[src/rtl/onn_phase_sequencer.sv]
// Oscillatory-network phase sequencer: serial phase load, period counter,
// oscillator drive and per-period phase re-measurement with settle/timeout detection.
module onn_phase_sequencer #(
    parameter int unsigned N              = 16,
    parameter int unsigned PW             = 4,
    parameter int unsigned STABLE_PERIODS = 3,
    parameter int unsigned MAX_PERIODS    = 255,
    parameter int unsigned CW             = 8
) (
    input  logic              sclk,
    input  logic              re,
    input  logic              data_in,
    input  logic              load,
    input  logic              start,
    input  logic [N-1:0]      nin,
    output logic [N*PW-1:0]   phi_out,
    output logic [N-1:0]      nout,
    output logic              phi_to_no,
    output logic              busy,
    output logic              settled,
    output logic              timeout,
    output logic [CW-1:0]     period_cnt
);

    localparam int unsigned PHW = N * PW;

    localparam logic [1:0] S_IDLE = 2'd0;
    localparam logic [1:0] S_LOAD = 2'd1;
    localparam logic [1:0] S_RUN  = 2'd2;
    localparam logic [1:0] S_DONE = 2'd3;

    localparam logic [PW-1:0] TICK_LAST  = '1;
    localparam logic [CW-1:0] STABLE_LIM = CW'(STABLE_PERIODS);
    localparam logic [CW-1:0] MAX_LIM    = CW'(MAX_PERIODS);

    // Neuron 0 sits at index 0, which is the most significant slot of phi_q.
    logic [1:0]                 state_q, state_d;
    logic [0:N-1][PW-1:0]       phi_q, phi_d;
    logic [N-1:0][PW-1:0]       cap_q, cap_d;
    logic [N-1:0]               seen_q, seen_d;
    logic [N-1:0]               nin_q;
    logic [PW-1:0]              tick_q, tick_d;
    logic [CW-1:0]              pcnt_q, pcnt_d;
    logic [CW-1:0]              stable_q, stable_d;
    logic                       settled_q, settled_d;
    logic                       timeout_q, timeout_d;

    logic [N-1:0]               rise;
    logic                       last_tick;
    logic                       in_run;
    logic [0:N-1][PW-1:0]       new_phi;
    logic                       changed;
    logic [N-1:0]               osc;

    assign rise      = nin & ~nin_q;
    assign in_run    = (state_q == S_RUN);
    assign last_tick = (tick_q == TICK_LAST);

    // Oscillator is high for the first half-period after its phase point.
    always_comb begin
        logic [PW-1:0] d;
        osc = '0;
        d   = '0;
        for (int i = 0; i < N; i++) begin
            d      = tick_q - phi_q[i];
            osc[i] = ~d[PW-1];
        end
    end

    // Phase measured this period: first captured edge, else an edge on the last tick, else hold.
    always_comb begin
        logic [PW-1:0] nv;
        new_phi = phi_q;
        changed = 1'b0;
        nv      = '0;
        for (int i = 0; i < N; i++) begin
            if (seen_q[i]) begin
                nv = cap_q[i];
            end else if (rise[i]) begin
                nv = tick_q;
            end else begin
                nv = phi_q[i];
            end
            new_phi[i] = nv;
            if (nv != phi_q[i]) begin
                changed = 1'b1;
            end
        end
    end

    // Next-state and datapath update.
    always_comb begin
        state_d   = state_q;
        phi_d     = phi_q;
        cap_d     = cap_q;
        seen_d    = seen_q;
        tick_d    = tick_q;
        pcnt_d    = pcnt_q;
        stable_d  = stable_q;
        settled_d = settled_q;
        timeout_d = timeout_q;

        case (state_q)
            S_IDLE, S_DONE: begin
                if (load) begin
                    state_d = S_LOAD;
                    phi_d   = PHW'({phi_q, data_in});
                end else if (start) begin
                    state_d   = S_RUN;
                    tick_d    = '0;
                    pcnt_d    = '0;
                    stable_d  = '0;
                    seen_d    = '0;
                    settled_d = 1'b0;
                    timeout_d = 1'b0;
                end
            end
            S_LOAD: begin
                if (load) begin
                    phi_d = PHW'({phi_q, data_in});
                end else begin
                    state_d   = S_IDLE;
                    settled_d = 1'b0;
                    timeout_d = 1'b0;
                end
            end
            S_RUN: begin
                tick_d = tick_q + PW'(1);
                for (int i = 0; i < N; i++) begin
                    if (rise[i] && !seen_q[i]) begin
                        cap_d[i]  = tick_q;
                        seen_d[i] = 1'b1;
                    end
                end
                if (last_tick) begin
                    phi_d    = new_phi;
                    pcnt_d   = pcnt_q + CW'(1);
                    stable_d = changed ? '0 : stable_q + CW'(1);
                    seen_d   = '0;
                    if (!changed && ((stable_q + CW'(1)) == STABLE_LIM)) begin
                        state_d   = S_DONE;
                        settled_d = 1'b1;
                    end else if ((pcnt_q + CW'(1)) == MAX_LIM) begin
                        state_d   = S_DONE;
                        timeout_d = 1'b1;
                    end
                end
            end
            default: begin
                state_d = S_IDLE;
            end
        endcase
    end

    // State and datapath registers with synchronous reset.
    always_ff @(posedge sclk) begin
        if (re) begin
            state_q   <= S_IDLE;
            phi_q     <= '0;
            cap_q     <= '0;
            seen_q    <= '0;
            nin_q     <= '0;
            tick_q    <= '0;
            pcnt_q    <= '0;
            stable_q  <= '0;
            settled_q <= 1'b0;
            timeout_q <= 1'b0;
        end else begin
            state_q   <= state_d;
            phi_q     <= phi_d;
            cap_q     <= cap_d;
            seen_q    <= seen_d;
            nin_q     <= nin;
            tick_q    <= tick_d;
            pcnt_q    <= pcnt_d;
            stable_q  <= stable_d;
            settled_q <= settled_d;
            timeout_q <= timeout_d;
        end
    end

    assign phi_out    = phi_q;
    assign nout       = in_run ? osc : '0;
    assign phi_to_no  = in_run & last_tick;
    assign busy       = in_run;
    assign settled    = settled_q;
    assign timeout    = timeout_q;
    assign period_cnt = pcnt_q;

endmodule

[config.mk]
export PLATFORM = sky130hd
export DESIGN_NAME = onn_phase_sequencer
export DESIGN_NICKNAME = d
export VERILOG_FILES = /design/src/rtl/onn_phase_sequencer.sv
export SDC_FILE = /design/constraint.sdc
export NUM_CORES = 1
export LEC_CHECK = 0
export CAP_MARGIN = 25
export CORE_MARGIN = 10
export CORE_UTILIZATION = 63
export DETAILED_ROUTE_END_ITERATION = 10
export MAX_ROUTING_LAYER = met4
export PLACE_DENSITY_LB_ADDON = 0.3
export SYNTH_ARGS = -nofsm -noshare
export SYNTH_HDL_FRONTEND = slang
export SYNTH_SLANG_ARGS = --single-unit
[constraint.sdc]
create_clock -name sclk -period 4.1 [get_ports sclk]
set_input_delay 0.41 -clock sclk [delete_from_list [all_inputs] [get_ports sclk]]
set_output_delay 0.41 -clock sclk [all_outputs]
set_load 0.05 [all_outputs]
# Word level (Yosys, flattened, before mapping)

Cells that the tools add are included.

Reduce and logical (&&, ||, !) cells: 76
Mux-type cells: 99
$add $sub $neg: 19
Equal/unequal tests: 48
Bitwise operators: 19

Operators by type and width:

| kind                                                            | number |
|---|---|
| 4-bit 2-to-1 mux                                                | 34 |
| 64-bit 2-to-1 mux                                               | 2 |
| 64-bit one-hot mux with 2 select lines                          | 1 |
| 4-bit AND reduction                                             | 18 |
| 16-bit 2-to-1 mux                                               | 4 |
| 4-bit != test                                                   | 16 |
| 4-bit subtractor                                                | 16 |
| 3-bit by 2-bit != test with 1-bit output, second input constant | 16 |
| 1-bit 2-to-1 mux                                                | 40 |
| 8-bit 2-to-1 mux                                                | 5 |
| 2-bit AND reduction                                             | 17 |
| 16-bit one-hot mux with 2 select lines                          | 1 |
| 8-bit one-hot mux with 2 select lines                           | 2 |
| 1-bit logical AND                                               | 17 |
| 1-bit logical NOT                                               | 17 |
| 8-bit by 1-bit adder with 8-bit output, second input constant   | 2 |
| 16-bit AND                                                      | 1 |
| 1-bit NOT                                                       | 16 |
| 16-bit NOT                                                      | 1 |
| 2-bit 2-to-1 mux                                                | 6 |
| 2-bit != test, second input constant                            | 5 |
| 8-bit by 2-bit == test with 1-bit output, second input constant | 1 |
| 8-bit == test, second input constant                            | 1 |
| 4-bit one-hot mux with 2 select lines                           | 1 |
| other kinds (17)                                                | 21 |

Bits of input ports: 21
Register bits after elaboration: 184

# Logic depth before layout (Yosys ltp)

Word-level depth: 26
Mapped depth: 11

# Least setup slack after synthesis

No wires, ideal clock.

Path type: reg-to-reg
From: reg state_q[0]
To: reg phi_q, in the netlist phi_out[32]
Library setup time: 0.091 ns
Arrival time: 3.136 ns
Slack: 0.873 ns
Clock period less this slack: 3.227 ns
Cell stages (with the launch flop): 12
Path through: dfxtp_1 inv_1 ha_1 clkbuf_1 inv_1 clkbuf_1 nor2_1 a21o_1 clkbuf_1 clkbuf_1 nor2_1 a311oi_1

Elaborated cells between the ends (all ways): 9
Classes of those cells: eq/ne (5); mux (1); reduce/logical (3)

RTL lines:

| item                                 | line | text |
|---|---|---|
| start, declared                      | 37   | `logic [1:0] state_q, state_d;` |
| start signal, assigned               | 169  | `state_q <= state_d;` |
| 2-bit == test *                      | -    |  |
| net busy                             | 19   | `output logic busy,` |
| 2-bit != test (no source line)       | -    |  |
| 2-bit AND reduction (no source line) | -    |  |
| end signal, assigned                 | 170  | `phi_q <= phi_d;` |
| end, declared                        | 38   | `logic [0:N-1][PW-1:0] phi_q, phi_d;` |

The timed path passes the listed nets; every way through them passes the cells marked *.
A chain may end at the register's enable or synchronous reset.

# Worst setup path after layout

From: reg tick_q[0]
To: out nout[11]

Cells in the longest elaborated chain, start to end: 3

Ends and longest elaborated chain:

| item                   | line | text |
|---|---|---|
| start, declared        | 42   | `logic [PW-1:0] tick_q, tick_d;` |
| start signal, assigned | 174  | `tick_q <= tick_d;` |
| 4-bit subtractor       | 65   | `d = tick_q - phi_q[i];` |
| 1-bit NOT              | 66   | `osc[i] = ~d[PW-1];` |
| 16-bit 2-to-1 mux      | 183  | `assign nout = in_run ? osc : '0;` |
| end, declared          | 17   | `output logic [N-1:0] nout,` |

No other way between the ends.

==> impl_metrics.tcl <==
set metrics [dict create \
    status "finished clean" \
    clock_latency_ps 440 \
    cts.repair.resized 0 \
    maxCapViolations 0 \
    cts_hold_buffers 0 \
    clockBufferDepth 2 \
    cp_top_family "buffers and inverters" \
    drtIter0Drc 1155 \
    use_met3_pct 5.02 \
    skew_ps 8.56 \
    netSwitchingPower_w 0.00309 \
    yosys_warnings 0 \
    io_buffers 112 \
    antenna-diode-count 0 \
    p_per_area_nw_per_um2 514 \
    synth-simple-area-share_pct 20.1 \
    yosysUniqueCellTypes 74 \
    grtUsageMet2_pct 44.9 \
    vias_per_cell 6.51 \
    synthMuxAreaShare_pct 10.6 \
    swShare_pct 43.9 \
    layout-drive-gt1-share_pct 4.94 \
    syn_inst 1500 \
    syn_area_um2 12000 \
    synth_ff_type "dfxtp_1" \
    fin_crit_sh_pct 89.6 \
    core_um2 18700 \
    track_usage_pct 28.8 \
    totalPowerFinal_w 0.00704 \
    ioPinCount 113 \
    synth-xor-area-share_pct 7.21 \
    setup_violations 0 \
    cts_sinks 184 \
    htree_levels 4 \
    die-area_um2 25000 \
    path_buf_inv 3 \
    pwr-share-seq_pct 35.2 \
    cp.required_ps 3690 \
    initial_core_util_pct 64.2 \
    finalWorstSetupSlack_ps 427 \
    cp_slowest_cell "clkdlybuf4s50_1" \
    worst_pin_slew_ps 852 \
    die_h_um 158 \
    die_w_um 158 \
    dr.pass1.iters 6 \
    timing.slew.headroom_pct 43.2 \
    dp_hpwl_um 24200 \
    use_met1_pct 36.2 \
    synth_top_family_by_area "compound AO/OA/AOI/OAI gates" \
    slew_viol_final 0 \
    synth_edf_count 0 \
    grt_antenna_before_repair 0 \
    synth_seq_cells 184 \
    vias 11546 \
    p_int_w 0.00395 \
    peakVddDrop_v 0.000388 \
    grt_pass1_vias 10714 \
    nets 1588 \
    tns_ps 0 \
    drc 0 \
    worstPathArrival_ps 3260 \
    cts_made_buffers 17 \
    route.final.wire_length_um 35700 \
    fin_crit_ps 3670 \
    row_count 50 \
    hold_class "input pin to flop" \
    rrSetupSlack_ps 840 \
    grt_pass1_wl_um 56900 \
    syn-num-nets 1561 \
    pwr-share-comb_pct 42.1 \
    endpoint_kind "output port" \
    mostFrequentLayoutCells "218 x nor2_1, 180 x dfxtp_1, 127 x mux2i_1, 112 x nand2_1, 111 x clkdlybuf4s50_1" \
    synth_adder_area_share_pct 4.17 \
    grt.busiest_layer "met2" \
    postCtsSetupRepairBufs 0 \
    grt_overflow_total 0 \
    cp-start-kind "flop" \
    fin_worst_hold_slack_ps 470 \
    grt_max_degree 58 \
    cp_max_fo 18 \
    cts-root-buf "clkbuf_16" \
    areaGrowthSynthToFinish_pct 14.1 \
    hold_violations 0 \
    synth-seq-area-share_pct 30.7 \
    worst_path_largest_cell_delay_ps 820 \
    final_common_cell "nor2_1" \
    postSynthAreaPerCell_um2 8.01 \
    synth_compound_area_share_pct 21.1 \
    rsz0062_at_grt "false" \
    clk_pin_slew_ps 70 \
    fmax_ghz 0.272 \
    cp_cell_sequence "inv_1 -> buf_4 -> nand2_1 -> a21o_1 -> a21oi_1 -> xnor2_1 -> nor2_1 -> clkdlybuf4s50_1" \
    place_congestion 0.927 \
    worstSetupPathType "flop to output port" \
    tritoncts "built" \
    wl_per_cell_um 20.1 \
    pre_cts_slack_ps 793 \
    clock_power_share_pct 22.6 \
    p_leak_nw 5.16 \
    async_reset_ff_share_pct 0 \
    ant_nets 0 \
]
==> cell usage after synthesis, types with 12 or more instances <==
master,n,area [um^2]
nor3b_1,16,120
o311ai_0,12,105
clkbuf_1,95,357
nor3_1,21,105
nand2_1,112,420
xor2_1,67,587
nor2_1,218,818
o21ai_0,70,350
a32oi_1,15,131
a211oi_1,43,323
dfxtp_1,184,3680
inv_1,53,199
a21oi_1,84,420
mux2i_1,127,1270
buf_2,13,65.1
xnor2_1,30,263
nor2b_1,27,169
o211ai_1,24,180
nand2b_1,43,269
a311oi_1,29,254
ha_1,40,500
a21o_1,23,173
==> through the flow <==
stage	utilization [%]	instance area (um^2)	std cells
after global routing	73.3	13700	1774
after floorplan	-	12000	1500
after global placement	70.1	13100	1741
after CTS	73.3	13700	1774
after detailed placement	70.3	13100	1742
final	73.3	13700	1774
==> power by group through the flow <==
stage                     Combinational [W]  Clock (W)  Sequential [W]
after floorplan                     0.00184          0         0.00266
after global placement              0.00286          0         0.00249
after detailed placement            0.00292          0         0.00249
after CTS                           0.00294    0.00160         0.00246
after global routing                0.00317    0.00167         0.00252
final                               0.00297    0.00159         0.00248
==> cell families after synthesis <==
kind of cell / after synthesis
buffers and inverters: 181
XOR/XNOR: 98
multiplexers: 127
AND/OR/NAND/NOR: 499
adder cells (fa/ha/maj): 40
AO/OA/AOI/OAI: 371
flip-flops: 184
==> per-layer routing <==
metal	up-vias	share of wire (%)
met5	-	0
met4	0	3.5
met3	100	9.2
met2	581	46
met1	5468	41
li1	5397	-
==> final timing paths <==
kind,start,endpoint,cells past startpoint
max,tick_q[0],nout[11],8
min,re,cap_q[63],2
max reg2reg,tick_q[1],state_q[0],9
min reg2reg,stable_q[1],stable_q[1],2
==> cell type report <==
cell class	count	area [um^2]
multi-input combinational	1135	7600
fill	1456	5000
sequential	184	3690
timing repair buffer	136	1370
clock buffer	21	460
tap	234	293
inverter	53	199
clock inverter	11	98.8
==> registers in the layout, summed over array words and instances (netlist names) <==
name / flops
nin_q: 16
seen_q: 16
cap_q: 64
phi_out: 64
period_cnt: 8
timeout: 1
state_q: 2
settled: 1
stable_q: 8
tick_q: 4
(Power assumes the default switching activity.)
